`config.mk`:
```
export PLATFORM = sky130hd
export DESIGN_NAME = pwm_capture
export DESIGN_NICKNAME = d
export VERILOG_FILES = /design/src/rtl/pwm_pkg.sv /design/src/rtl/pwm_in_sync.sv /design/src/rtl/pwm_capture.sv
export SDC_FILE = /design/constraint.sdc
export NUM_CORES = 1
export LEC_CHECK = 0
export BUFFER_PORTS_ARGS = -buffer_cell sky130_fd_sc_hd__buf_2
export CAP_MARGIN = 20
export CORE_ASPECT_RATIO = 1.25
export CORE_MARGIN = 2
export CORE_UTILIZATION = 40
export DETAILED_ROUTE_END_ITERATION = 8
export GPL_TIMING_DRIVEN = 0
export PLACE_DENSITY_LB_ADDON = 0.2
export SLEW_MARGIN = 20
export SYNTH_ARGS = -nofsm -noshare
export SYNTH_HDL_FRONTEND = slang
export SYNTH_SLANG_ARGS = --single-unit
```
`constraint.sdc`:
```
create_clock -name clk -period 3.5 [get_ports clk]
set_clock_uncertainty 0.05 [all_clocks]
set_input_delay 0.175 -clock clk [delete_from_list [all_inputs] [get_ports clk]]
set_output_delay 0.175 -clock clk [all_outputs]
set_load 0.05 [all_outputs]
```
`src/rtl/pwm_pkg.sv`:
```
// Shared constants and state type for the PWM receive path.
// The transmitter encodes high width as {0, code, 1, zeros} over a 2^CBITS period.
package pwm_pkg;

   localparam int CBITS        = 14;
   localparam int CNT_W_DEF    = CBITS + 1;
   localparam int CODE_W_DEF   = 3;
   localparam int CODE_LSB_DEF = CBITS - 4;
   localparam int TIMEOUT_DEF  = 20000;

   typedef enum logic [1:0] {
      IDLE,
      HIGH,
      LOW
   } pwm_cap_state_t;

endpackage

```
`src/rtl/pwm_in_sync.sv`:
```
// Two-flop synchronizer for the raw PWM pad plus a third flop for edge detection.
// level/rise/fall are all derived from the second (metastability-safe) stage.
module pwm_in_sync (
   input  logic clk,
   input  logic rst_n,
   input  logic pwm_in,
   output logic level,
   output logic rise,
   output logic fall
);

   logic [2:0] sh;

   always_ff @(posedge clk or negedge rst_n) begin
      if (!rst_n) sh <= '0;
      else        sh <= {sh[1:0], pwm_in};
   end

   assign level = sh[1];
   assign rise  = sh[1] & ~sh[2];
   assign fall  = ~sh[1] & sh[2];

endmodule

```
`src/rtl/pwm_capture.sv`:
```
// PWM receiver: measures high width and period between rising edges, recovers the
// duty code, and flags a line that has stopped toggling.
module pwm_capture
   import pwm_pkg::*;
#(
   parameter int CNT_W    = CNT_W_DEF,
   parameter int CODE_W   = CODE_W_DEF,
   parameter int CODE_LSB = CODE_LSB_DEF,
   parameter int TIMEOUT  = TIMEOUT_DEF
) (
   input  logic              clk,
   input  logic              rst_n,
   input  logic              pwm_in,
   output logic [CNT_W-1:0]  high_width,
   output logic [CNT_W-1:0]  period,
   output logic [CODE_W-1:0] duty_code,
   output logic              meas_valid,
   output logic              stuck,
   output logic              stuck_level
);

   localparam logic [CNT_W-1:0] CNT_MAX  = '1;
   localparam int               IDLE_W   = $clog2(TIMEOUT + 1);
   localparam logic [IDLE_W-1:0] IDLE_LIM = IDLE_W'(TIMEOUT);

   logic              level, rise, fall, edge_any, timeout;
   logic [CNT_W-1:0]  run_cnt, hw_lat;
   logic [IDLE_W-1:0] idle_cnt;
   pwm_cap_state_t    state;

   pwm_in_sync u_sync (
      .clk    (clk),
      .rst_n  (rst_n),
      .pwm_in (pwm_in),
      .level  (level),
      .rise   (rise),
      .fall   (fall)
   );

   assign edge_any = rise | fall;
   // An edge in the same cycle as the limit wins over the timeout.
   assign timeout  = (idle_cnt == IDLE_LIM) && !edge_any && !stuck;

   // Saturating so an overlong period clamps to CNT_MAX instead of wrapping.
   always_ff @(posedge clk or negedge rst_n) begin
      if (!rst_n)                  run_cnt <= '0;
      else if (rise)               run_cnt <= CNT_W'(1);
      else if (run_cnt != CNT_MAX) run_cnt <= run_cnt + 1'b1;
   end

   always_ff @(posedge clk or negedge rst_n) begin
      if (!rst_n)                    idle_cnt <= '0;
      else if (edge_any)             idle_cnt <= '0;
      else if (idle_cnt != IDLE_LIM) idle_cnt <= idle_cnt + 1'b1;
   end

   always_ff @(posedge clk or negedge rst_n) begin
      if (!rst_n) begin
         state       <= IDLE;
         hw_lat      <= '0;
         high_width  <= '0;
         period      <= '0;
         duty_code   <= '0;
         meas_valid  <= 1'b0;
         stuck       <= 1'b0;
         stuck_level <= 1'b0;
      end else begin
         meas_valid <= 1'b0;
         if (edge_any) stuck <= 1'b0;
         if (timeout) begin
            stuck       <= 1'b1;
            stuck_level <= level;
            state       <= IDLE;
         end else begin
            case (state)
               IDLE: if (rise) state <= HIGH;
               // A rise while HIGH means the fall was lost; run_cnt restarts
               // on that rise, so staying HIGH restarts the measurement.
               HIGH: if (fall) begin
                  hw_lat <= run_cnt;
                  state  <= LOW;
               end
               LOW: if (rise) begin
                  period     <= run_cnt;
                  high_width <= hw_lat;
                  duty_code  <= hw_lat[CODE_LSB +: CODE_W];
                  meas_valid <= 1'b1;
                  state      <= HIGH;
               end
               default: state <= IDLE;
            endcase
         end
      end
   end

endmodule
```
**After elaboration in Yosys (flattened, before gate mapping)**

Cells that the tools add are included.

- Flip-flop bits (word level): 86
- Logic and storage cells: 51

- Equal/unequal tests: 7
- Bitwise logic cells: 6
- $add $sub $neg: 2
- Reductions and logical operators: 12
- Mux-type cells: 13

Operators with widths:

| cell | count |
|---|---|
| $mux W15 | 4 |
| $add A15 B1 Y15 const B | 2 |
| $ne A15 B15 Y1 const B | 2 |
| $eq A15 B15 Y1 const B | 1 |
| $mux W2 | 3 |
| $reduce_and A3 Y1 | 2 |
| $reduce_bool A2 Y1 | 3 |
| $mux W1 | 5 |
| $pmux W2 S2 | 1 |
| $ne A3 B1 Y1 const B | 1 |
| $ne A3 B3 Y1 const B | 1 |
| $not A1 Y1 | 3 |
| $and A1 B1 Y1 | 2 |
| $eq A2 B1 Y1 const B | 1 |
| $eq A2 B2 Y1 const B | 1 |
| $logic_and A1 B1 Y1 | 2 |
| $logic_not A1 Y1 | 2 |
| $logic_not A2 Y1 | 1 |
| $reduce_and A2 Y1 | 1 |
| $reduce_or A2 Y1 | 1 |
| $or A1 B1 Y1 | 1 |

**Depth between registers and ports, before layout**

Gate-level depths: netlist (run 1).

- Word-level depth: 8
- Depth in mapped cells: 6

**By module**

Synthesis (run 1) repeated with hierarchy kept, for this count alone.

- Cells, all modules: 313
- Area, all modules: 3,507.1 µm²

Modules (own cells, without submodules):

| module | times used | cells each | area an instance (µm²) |
|---|---|---|---|
| pwm_capture | 1 | 308 | 3,417.0 |
| pwm_in_sync | 1 | 5 | 90.1 |

**Worst setup path before layout (run 1)**

Ideal clock, no wire load.

- Path kind: reg2reg
- Start: register idle_cnt[0]
- End: register stuck_level
- Clock period less this slack: 1.884 ns
- Required time: 3.325 ns
- Stages on the path, launching flop included: 7
- Data arrival time: 1.710 ns
- Setup time: 0.125 ns
- Path slack: 1.616 ns
- Cells stage by stage: dfrtp_1 inv_1 ha_1 nor4bb_1 nand4_1 nor3_1 mux2_2

- Word-level cells in the longest chain between the ends: 3

Ends and longest elaborated chain:

| element | RTL line | RTL |
|---|---|---|
| start, declared | pwm_capture.sv:28 | `logic [IDLE_W-1:0] idle_cnt;` |
| start signal, assigned | pwm_capture.sv:54 | `else if (idle_cnt != IDLE_LIM) idle_cnt <= idle_cnt + 1'b1;` |
| $eq A15 B15 Y1 | pwm_capture.sv:42 | `assign timeout = (idle_cnt == IDLE_LIM) && !edge_any && !stuck;` |
| $logic_and A1 B1 Y1 (2 in a row) | pwm_capture.sv:42 |  |
| end signal, assigned | pwm_capture.sv:72 | `stuck_level <= level;` |
| end, declared | pwm_capture.sv:19 | `output logic stuck_level` |

No other way between the ends.
A chain may end at the register's enable or synchronous reset.

**Worst setup path in the final report (run 1)**

Same ends and word-level chain as after synthesis.

==> results of run 1 <==
[power by group]
group | leakage [nW] | internal, mW | switching [mW]
clock network | 0.101 | 0.350 | 0.328
registers | 1.13 | 1.06 | 0.0691
logic | 0.821 | 0.147 | 0.308
[flip-flops by register name (all words and copies together), names as in the netlist]
| register | count |
|---|---|
| idle_cnt | 15 |
| stuck_level | 1 |
| state | 2 |
| meas_valid | 1 |
| u_sync.sh | 3 |
| hw_lat | 15 |
| stuck | 1 |
| period | 15 |
| high_width | 15 |
| run_cnt | 15 |
[placed cells by master, fill, tap and decap left out, types with 2 or more instances in the layout]
| master | synthesis | final |
|---|---|---|
| xor2_1 | 5 | 5 |
| nand3_1 | 11 | 11 |
| dfrtp_1 | 83 | 83 |
| ha_1 | 7 | 7 |
| xnor2_1 | 5 | 5 |
| a31oi_1 | 2 | 2 |
| clkinv_2 | 0 | 2 |
| nor2_1 | 20 | 20 |
| clkbuf_8 | 0 | 10 |
| and4_1 | 4 | 4 |
| or3_1 | 5 | 5 |
| buf_1 | 2 | 2 |
| nand2_1 | 19 | 19 |
| nor2b_1 | 2 | 2 |
| a21oi_1 | 12 | 12 |
| dlygate4sd3_1 | 0 | 2 |
| buf_2 | 2 | 39 |
| nand4_1 | 7 | 7 |
| mux2i_1 | 3 | 3 |
| and3_1 | 3 | 3 |
| inv_1 | 12 | 12 |
| o21ai_0 | 11 | 11 |
| clkbuf_1 | 5 | 7 |
| nor3_1 | 8 | 8 |
| buf_4 | 3 | 4 |
| nor4_1 | 4 | 4 |
| mux2_2 | 42 | 42 |
[critical path, cell delays in order (launching register included)]
cell	delay, ns
dfrtp_1	0.43
inv_1	0.08
ha_1	0.13
nor4bb_1	0.24
nand4_1	0.29
nor3_1	0.47
mux2_2	0.39
[path summary, 6_finish.rpt]
| check | from | end | cells past startpoint | slack [ns] |
|---|---|---|---|---|
| max | idle_cnt[0] | stuck_level | 6 | 1.33 |
| max reg2reg | idle_cnt[0] | stuck_level | 6 | 1.33 |
| min in group clk | u_sync.sh[0] | u_sync.sh[1] | 0 | 0.30 |
| max in group asynchronous | rst_n | run_cnt[11] | 3 | 2.52 |
| min reg2reg | u_sync.sh[0] | u_sync.sh[1] | 0 | 0.30 |
| min | rst_n | high_width[2] | 2 | 0.28 |
[cell type report]
type / instances / share of cell area
clock inverters: 4 / 0.0117
clock buffers: 12 / 0.0348
flip-flops and latches: 83 / 0.498
well taps: 120 / 0.0360
multi-input cells: 191 / 0.336
plain buffers: 12 / 0.0141
inverters: 12 / 0.0108
repair buffers: 41 / 0.0577
[layer usage]
| metal | vias up | track usage |
|---|---|---|
| li1 | 1165 | - |
| met1 | 1166 | 0.205 |
| met2 | 34 | 0.259 |
| met3 | 12 | 0.0338 |
| met4 | 0 | 0.0649 |
| met5 | - | 0 |
[cells by family after synthesis]
| kind of cell | Yosys count | share of synthesized area |
|---|---|---|
| adders and majority gates | 7 | 0.0244 |
| and+or+nand+nor | 94 | 0.143 |
| muxes | 45 | 0.140 |
| AOI/OAI and AO/OA | 35 | 0.0590 |
| xor gates and xnor gates | 10 | 0.0244 |
| DFF | 83 | 0.580 |
| buffers and inverters | 24 | 0.0290 |
==> summary.txt, run 1 <==
Status: finished, final reports clean
Post-Synthesis Cells: 298
Area fraction of the dominant cell type after synthesis: 0.580
Initial antenna violation count: 0
Nets: 360
Net Count, Synth: 308
Hold-fix buffers, CTS: 2
Slew Viols, Final: 0
Worst setup margin: 1.33 ns
Final Util: 0.479
WL met2: 3.47 mm
Post-Syn Area per Cell: 12.0 sq um
Chip height: 110 um
Final setup vio count: 0
Synth Cell Area: 0.00358 sq mm
Ant diodes: 0
Total grt overflow: 0
Static Leak: 2.05 nW
Fill cells: 813
Residual DRC: 0
GRT Resource Usage Total: 0.159
Die width: 88.6 um
Cell Area, Placed: 0.00395 sq mm
First DRT Iteration DRCs: 146
Final hold slack: 0.278 ns
Vias in the first global route: 2,432
Largest cells by area after synthesis: dfrtp_1, mux2_2, ha_1, nor2_1, nand2_1
Prevailing post-synth register cell: dfrtp_1
Finished Cell Area: 0.00417 sq mm
CP Launch Type: register
# rows: 38
Crit path kind: reg -> reg
Synth cell types: 45
CTS tree: done
Fin. Hold Viols: 0
Post-synth EDFFs: 0
Core Region: 0.00870 sq mm
Worst-path clk slew: 0.08 ns
DRT Wirelength: 6.86 mm
Largest net degree at the start of global routing: 49
CTS sink cnt: 83
FFs w/ async S/R, synth: 1.00
Met3 wire len: 185 um
Seq. cell area: 0.00208 sq mm
Clock Tree Buf Depth: 2
Max cap viols: 0
Largest area contributor in the netlist: dfrtp_1
Highest metal used: met4
Layout cells sized above 1: 0.296
Tightest Pin Transition: 0.559 ns
Fin crit period: 2.17 ns
First-pass GRT wire length: 11.9 mm
DR pass1 iterations: 4
Count leader, synth: dfrtp_1
Num CTS Buffers: 9
Multi-input logic area: 0.00140 sq mm
FMAX: 461 MHz
WP data required: 3.69 ns
Worst Hold Class: in -> async
Die area: 0.00973 sq mm
DP Wirelength: 4.90 mm
Via count: 2,377
Power Total: 2.26 mW
Top cells by count, synth: dfrtp_1, mux2_2, nor2_1
Layout area overhead: 16.3%
DRT met1 WL: 3.08 mm
Synthesis warning total: 0
Top Ports: 39
Arr. time, crit path: 2.36 ns
Avg WL per Cell: 14.4 um
Htree depth: 3
Post-CTS sizing: 0
Critical Path Sink Type: register
#FFs+latches synth: 83
Worst skew pair latency: 0.35 ns
Starting Density: 0.412
Final Non-Filler Cells: 475
Root Buffer: clkbuf_8
ANT nets after route: 0
GPL Wtd Cong: 0.790
Share of synthesized area occupied by flip-flops and latches: 0.580
Max-slew headroom: 0.627
Power Dens Cells: 543 mW/mm^2
Number of port buffers: 38
Placed cell count: 457
Unrepaired setup endpoints after global routing: false
Crit share post-route: 0.620
Placement Setup Slack: 1.30 ns
Critical path peak fanout: 5
Peak supply drop: 0.225 mV
Vias per Instance: 5.00
Setup_tns: 0 ns
Post-CTS setup buffer count: 0
No activity file was read; power rests on OpenSTA's default activity.
==> run 2, diff against run 1 <==
==> constraint.sdc (replaced) <==
create_clock -name clk -period 2 [get_ports clk]
set_clock_uncertainty 0.05 [all_clocks]
set_input_delay 0.1 -clock clk [delete_from_list [all_inputs] [get_ports clk]]
set_output_delay 0.1 -clock clk [all_outputs]
set_load 0.05 [all_outputs]
==> summary.txt, run 2 (same netlist as run 1, synthesis figures left out) <==
Status: finished, final reports clean
Placed cell count: 457 (unchanged)
Ant diodes: 0 (unchanged)
Power Dens Cells: 943 mW/mm^2 (+73%)
Fin crit period: 1.92 ns (-0.250 ns)
Max cap viols: 0 (unchanged)
Final hold slack: 0.201 ns (-0.0770 ns)
Num CTS Buffers: 9 (unchanged)
Fill cells: 814 (+0.12%)
Placement Setup Slack: -0.198 ns (-1.50 ns)
Avg WL per Cell: 14.5 um (+0.40%)
Fin. Hold Viols: 0 (unchanged)
Multi-input logic area: 0.00142 sq mm (+1.5%)
Vias in the first global route: 2,429 (-0.12%)
Root Buffer: clkbuf_8
Worst setup margin: 0.0809 ns (-1.25 ns)
Vias per Instance: 5.02 (+0.33%)
Layout area overhead: 17.7%
Clock Tree Buf Depth: 2 (unchanged)
CTS sink cnt: 83 (unchanged)
Switch Pwr: 1.24 mW (+76%)
Nets: 363 (+0.83%)
First DRT Iteration DRCs: 174 (+19%)
Reg-to-Reg Start: idle_cnt[0]
Worst skew pair latency: 0.35 ns (about the same)
Largest net degree at the start of global routing: 49 (unchanged)
R2R Path End: stuck_level
Unrepaired setup endpoints after global routing: false
Peak supply drop: 0.397 mV (+77%)
Crit share post-route: 0.960 (+0.340)
Reg-to-reg setup timing slack: 0.08 ns (-1.25 ns)
Number of port buffers: 38 (unchanged)
Seq pwr share: 0.498 (-0.002)
DRT Wirelength: 6.93 mm (+1.0%)
CP Launch Type: register
Max-slew headroom: 0.662 (+0.0349)
Layout cells sized above 1: 0.321 (+0.0255)
GPL Wtd Cong: 0.790 (unchanged)
First-pass GRT wire length: 11.9 mm (+0.18%)
DR pass1 iterations: 4 (unchanged)
Crit path kind: reg -> reg
Static Leak: 2.07 nW (+0.99%)
Initial antenna violation count: 0 (unchanged)
Residual DRC: 0 (unchanged)
Starting Density: 0.412 (unchanged)
Top Ports: 39 (unchanged)
Net Sw Frac: 0.313 (+0.00136)
Clock power share: 0.300 (about the same)
Worst-path clk slew: 0.08 ns (about the same)
Pint: 2.73 mW (+75%)
Worst Hold Class: in -> async
Most frequent cells in the layout: dfrtp_1, mux2_2, buf_2
Power Total: 3.97 mW (+75%)
Final setup vio count: 0 (unchanged)
CTS tree: done
Seq. cell area: 0.00208 sq mm (about the same)
Final Non-Filler Cells: 478 (+0.63%)
Arr. time, crit path: 2.11 ns (-0.25 ns)
Chip height: 110 um (unchanged)
Via count: 2,400 (+0.97%)
Reg2Reg Depth: 6 (unchanged)
ANT nets after route: 0 (unchanged)
FMAX: 521 MHz (+13%)
Critical Path Sink Type: register
GRT Resource Usage Total: 0.159 (+0.000182)
WP data required: 2.19 ns (-1.50 ns)
DP Wirelength: 4.90 mm (unchanged)
Tightest Pin Transition: 0.507 ns (-0.0523 ns)
Htree depth: 3 (unchanged)
Slew Viols, Final: 0 (unchanged)
Commonest non-fill, non-tap cell in the layout: dfrtp_1
Combinational power share: 0.202 (about the same)
Critical path peak fanout: 5 (unchanged)
Die area: 0.00973 sq mm (unchanged)
Die width: 88.6 um (unchanged)
# rows: 38 (unchanged)
Core Region: 0.00870 sq mm (unchanged)
Total grt overflow: 0 (unchanged)
==> run 2: cell types whose count changed in the layout (fill, tap and decap cells not counted) <==
cell      change
nand3_2       +1
dfrtp_1       -1
nor3_2        +1
clkbuf_2      +3
clkbuf_1      -1
buf_1         -2
buf_4         +3
nand3_1       -1
nor3_4        +1
nor3_1        -2
dfrtp_2       +1
==> run 2: how the worst max path moves through the flow <==
| stage | startpoint | endpoint | slack, ns | cells after the start |
|---|---|---|---|---|
| CTS | idle_cnt[0] | stuck_level | -0.05 | 6 |
| detailed placement | idle_cnt[0] | stuck_level | -0.20 | 6 |
| global placement | idle_cnt[0] | stuck_level | -0.21 | 6 |
| global route | u_sync.sh[1] | high_width[14] | 0.002 | 4 |
| floorplan | idle_cnt[0] | stuck_level | 0.12 | 6 |
| finish | idle_cnt[0] | stuck_level | 0.08 | 6 |
==> run 2: per-stage QoR <==
step,instance area (sq um),util,setup TNS (ns)
after floorplan,3580,-,0
after global placement,3920,0.451,-0.210
after detailed placement,3950,0.454,-0.225
after CTS,4180,0.480,-0.0471
after global routing,4220,0.484,0
final,4220,0.484,0
==> run 2: final cells by class <==
class,count,share of cell area
buffer,12,0.0148
clock buffer,12,0.0344
clock inverter,4,0.0116
inverter,12,0.0107
multi-input combinational,191,0.337
sequential,83,0.493
tap,120,0.0356
timing repair buffer,44,0.0623
==> run 2: metal layers <==
metal / share of wire / global-route usage
met1: 0.45 / 0.206
met2: 0.50 / 0.259
met3: 0.030 / 0.0338
met4: 0.017 / 0.0649
met5: 0 / 0
==> run 2: what timing repair did <==
| item | in CTS | in global routing |
|---|---|---|
| setup endpoints to repair | 8 | 28 |
| endpoints found under the hold margin | 36 | 0 |
| hold buffers | 2 | 0 |
| buffers inserted | 0 | 3 |
| pin swaps | 2 | 2 |
| gates resized for setup | 3 | 5 |
==> run 2: power by group through the flow <==
stage	sequential [mW]	clock (mW)	combinational [mW]
floorplan	2.27	0	0.317
global placement	2.01	0	0.781
detailed placement	2.02	0	0.804
CTS	1.98	1.23	0.812
global route	2.01	1.31	0.874
finish	1.98	1.19	0.803
==> run 2: critical path, cell delays in order, from the launching register on <==
cell	delay, ns
dfrtp_1	0.43
inv_1	0.08
ha_1	0.13
nor4bb_1	0.24
nand4_1	0.27
nor3_4	0.26
mux2_2	0.36
==> run 3, diff against run 2 <==
--- a/config.mk
+++ b/config.mk
@@ -6,13 +6,14 @@
 export NUM_CORES = 1
 export LEC_CHECK = 0
 export BUFFER_PORTS_ARGS = -buffer_cell sky130_fd_sc_hd__buf_2
-export CAP_MARGIN = 20
+export CAP_MARGIN = 0
 export CORE_ASPECT_RATIO = 1.25
 export CORE_MARGIN = 2
 export CORE_UTILIZATION = 40
 export DETAILED_ROUTE_END_ITERATION = 8
 export GPL_TIMING_DRIVEN = 0
 export PLACE_DENSITY_LB_ADDON = 0.2
+export REMOVE_ABC_BUFFERS = 1
 export SLEW_MARGIN = 20
 export SYNTH_ARGS = -nofsm -noshare
 export SYNTH_HDL_FRONTEND = slang
==> summary.txt, run 3 (same netlist as run 1, synthesis figures left out) <==
Most frequent cells in the layout: dfrtp_1, mux2_2, buf_2
Fill cells: 828 (+1.7%)
Slew Viols, Final: 0 (unchanged)
Crit share post-route: 0.951 (-0.00823)
Placement Setup Slack: -0.206 ns (-0.00852 ns)
Num CTS Buffers: 9 (unchanged)
Max cap viols: 0 (unchanged)
Top Ports: 39 (unchanged)
Starting Density: 0.412 (unchanged)
Via count: 2,359 (-1.7%)
Multi-input logic area: 0.00143 sq mm (+0.18%)
DR pass1 iterations: 4 (unchanged)
Vias per Instance: 5.06 (+0.82%)
R2R Path End: run_cnt[12]
Die area: 0.00973 sq mm (unchanged)
Cell mode on critical path: nand3_1
Initial antenna violation count: 0 (unchanged)
Fin. Hold Viols: 0 (unchanged)
Arr. time, crit path: 2.10 ns (about the same)
Residual DRC: 0 (unchanged)
DRT Wirelength: 6.49 mm (-6.4%)
Power Total: 3.78 mW (-4.9%)
Htree depth: 3 (unchanged)
Reg2Reg Depth: 5 (-1)
CTS tree: done
CP Launch Type: register
Final Non-Filler Cells: 466 (-2.5%)
DP Wirelength: 4.26 mm (-13%)
Slowest CP cell: nor4_1
Avg WL per Cell: 13.9 um (-4.0%)
Largest net degree at the start of global routing: 48 (-2.0%)
Crit path kind: reg -> reg
CTS sink cnt: 83 (unchanged)
# rows: 38 (unchanged)
Peak supply drop: 0.325 mV (-18%)
Number of port buffers: 38 (unchanged)
Layout area overhead: 14.9%
GPL Wtd Cong: 0.789 (-0.19%)
Status: finished, final reports clean
Critical Path Sink Type: register
Crit path cell chain: ha_1 > nand3_1 > nor4_1 > nand3_1 > o211a_1
Power Dens Cells: 918 mW/mm^2 (-2.6%)
ANT nets after route: 0 (unchanged)
Seq. cell area: 0.00208 sq mm (about the same)
Slowest stage delay, CP: 0.49 ns (+0.06 ns)
First-pass GRT wire length: 11.2 mm (-5.6%)
Chip height: 110 um (unchanged)
FMAX: 526 MHz (+0.87%)
Final hold slack: 0.255 ns (+0.0534 ns)
Die width: 88.6 um (unchanged)
Worst skew pair latency: 0.36 ns (about the same)
Root Buffer: clkbuf_8
Worst Hold Class: in -> async
Tightest Pin Transition: 0.726 ns (+0.219 ns)
Reg-to-reg setup timing slack: 0.1 ns (+0.02 ns)
Layout cells sized above 1: 0.318 (-0.00331)
Final setup vio count: 0 (unchanged)
Critical path peak fanout: 7 (+2)
Worst-path clk slew: 0.08 ns (about the same)
Ant diodes: 0 (unchanged)
First DRT Iteration DRCs: 115 (-34%)
Fin crit period: 1.90 ns (-0.0165 ns)
Placed cell count: 445 (-2.6%)
Max-slew headroom: 0.514 (-0.148)
Total grt overflow: 0 (unchanged)
GRT Resource Usage Total: 0.151 (-0.00819)
Vias in the first global route: 2,275 (-6.3%)
Worst setup margin: 0.0974 ns (+0.0165 ns)
Nets: 351 (-3.3%)
Core Region: 0.00870 sq mm (unchanged)
Clock Tree Buf Depth: 2 (unchanged)
WP data required: 2.20 ns (about the same)
Reg-to-Reg Start: run_cnt[0]
Commonest non-fill, non-tap cell in the layout: dfrtp_1
Static Leak: 2.01 nW (-3.1%)
run 3: cell types whose count changed in the layout (fill, tap and decap cells not counted), sizes merged:
| cell | change |
|---|---|
| buf | -5 |
| bufinv | -1 |
| clkbuf | -9 |
| inv | -2 |
| clkinvlp | +2 |
| clkinv | +3 |
run 3: cell type report:
| class | instances | area share |
|---|---|---|
| sequential | 83 | 0.505 |
| multi-input combinational | 191 | 0.346 |
| timing repair buffer | 44 | 0.0620 |
| tap | 120 | 0.0365 |
| clock buffer | 10 | 0.0310 |
| inverter | 12 | 0.0119 |
| clock inverter | 6 | 0.00790 |
run 3: layer usage:
layer	GRT usage	vias up	wire length [um]
met4	0.0693	0	144
met5	0	-	0
met2	0.240	39	3330
li1	-	1150	-
met1	0.192	1156	2790
met3	0.0398	14	226
run 3: stage by stage:
stage | utilization | area [sq um] | TNS (ns)
after CTS | 0.471 | 4100 | 0
after global placement | 0.444 | 3860 | -7.33
after global routing | 0.473 | 4120 | -0.00837
final | 0.473 | 4120 | 0
after floorplan | - | 3520 | 0
after detailed placement | 0.447 | 3890 | -0.206
run 3: worst max path at each step:
stage,depth (start not counted),startpoint,endpoint
finish,5,run_cnt[0],run_cnt[12]
global placement,3,u_sync.sh[1],high_width[1]
global route,6,run_cnt[0],run_cnt[7]
floorplan,6,idle_cnt[0],stuck_level
detailed placement,6,idle_cnt[0],stuck_level
CTS,4,u_sync.sh[1],hw_lat[3]
run 3: repair_timing:
item                       in CTS  in global routing
cloned                          0                  0
pin swaps                       2                  0
setup endpoints to repair       2                 16
buffers inserted                2                  1
hold buffers                    2                  0
gates resized for setup         3                  3
hold endpoints to repair       47                  0
run 3: critical path: cells and delay by family (launching register included):
kind / cells / cell delay, ns
AO/OA/AOI/OAI: 1 / 0.14
flip-flops: 1 / 0.48
AND/OR/NAND/NOR: 3 / 0.85
adder cells (fa/ha/maj): 1 / 0.28
run 3: report_power, final:
| part | switching, mW | total (mW) | internal (mW) |
|---|---|---|---|
| Sequential | 0.150 | 2.01 | 1.86 |
| Combinational | 0.502 | 0.751 | 0.249 |
| Clock | 0.578 | 1.02 | 0.440 |
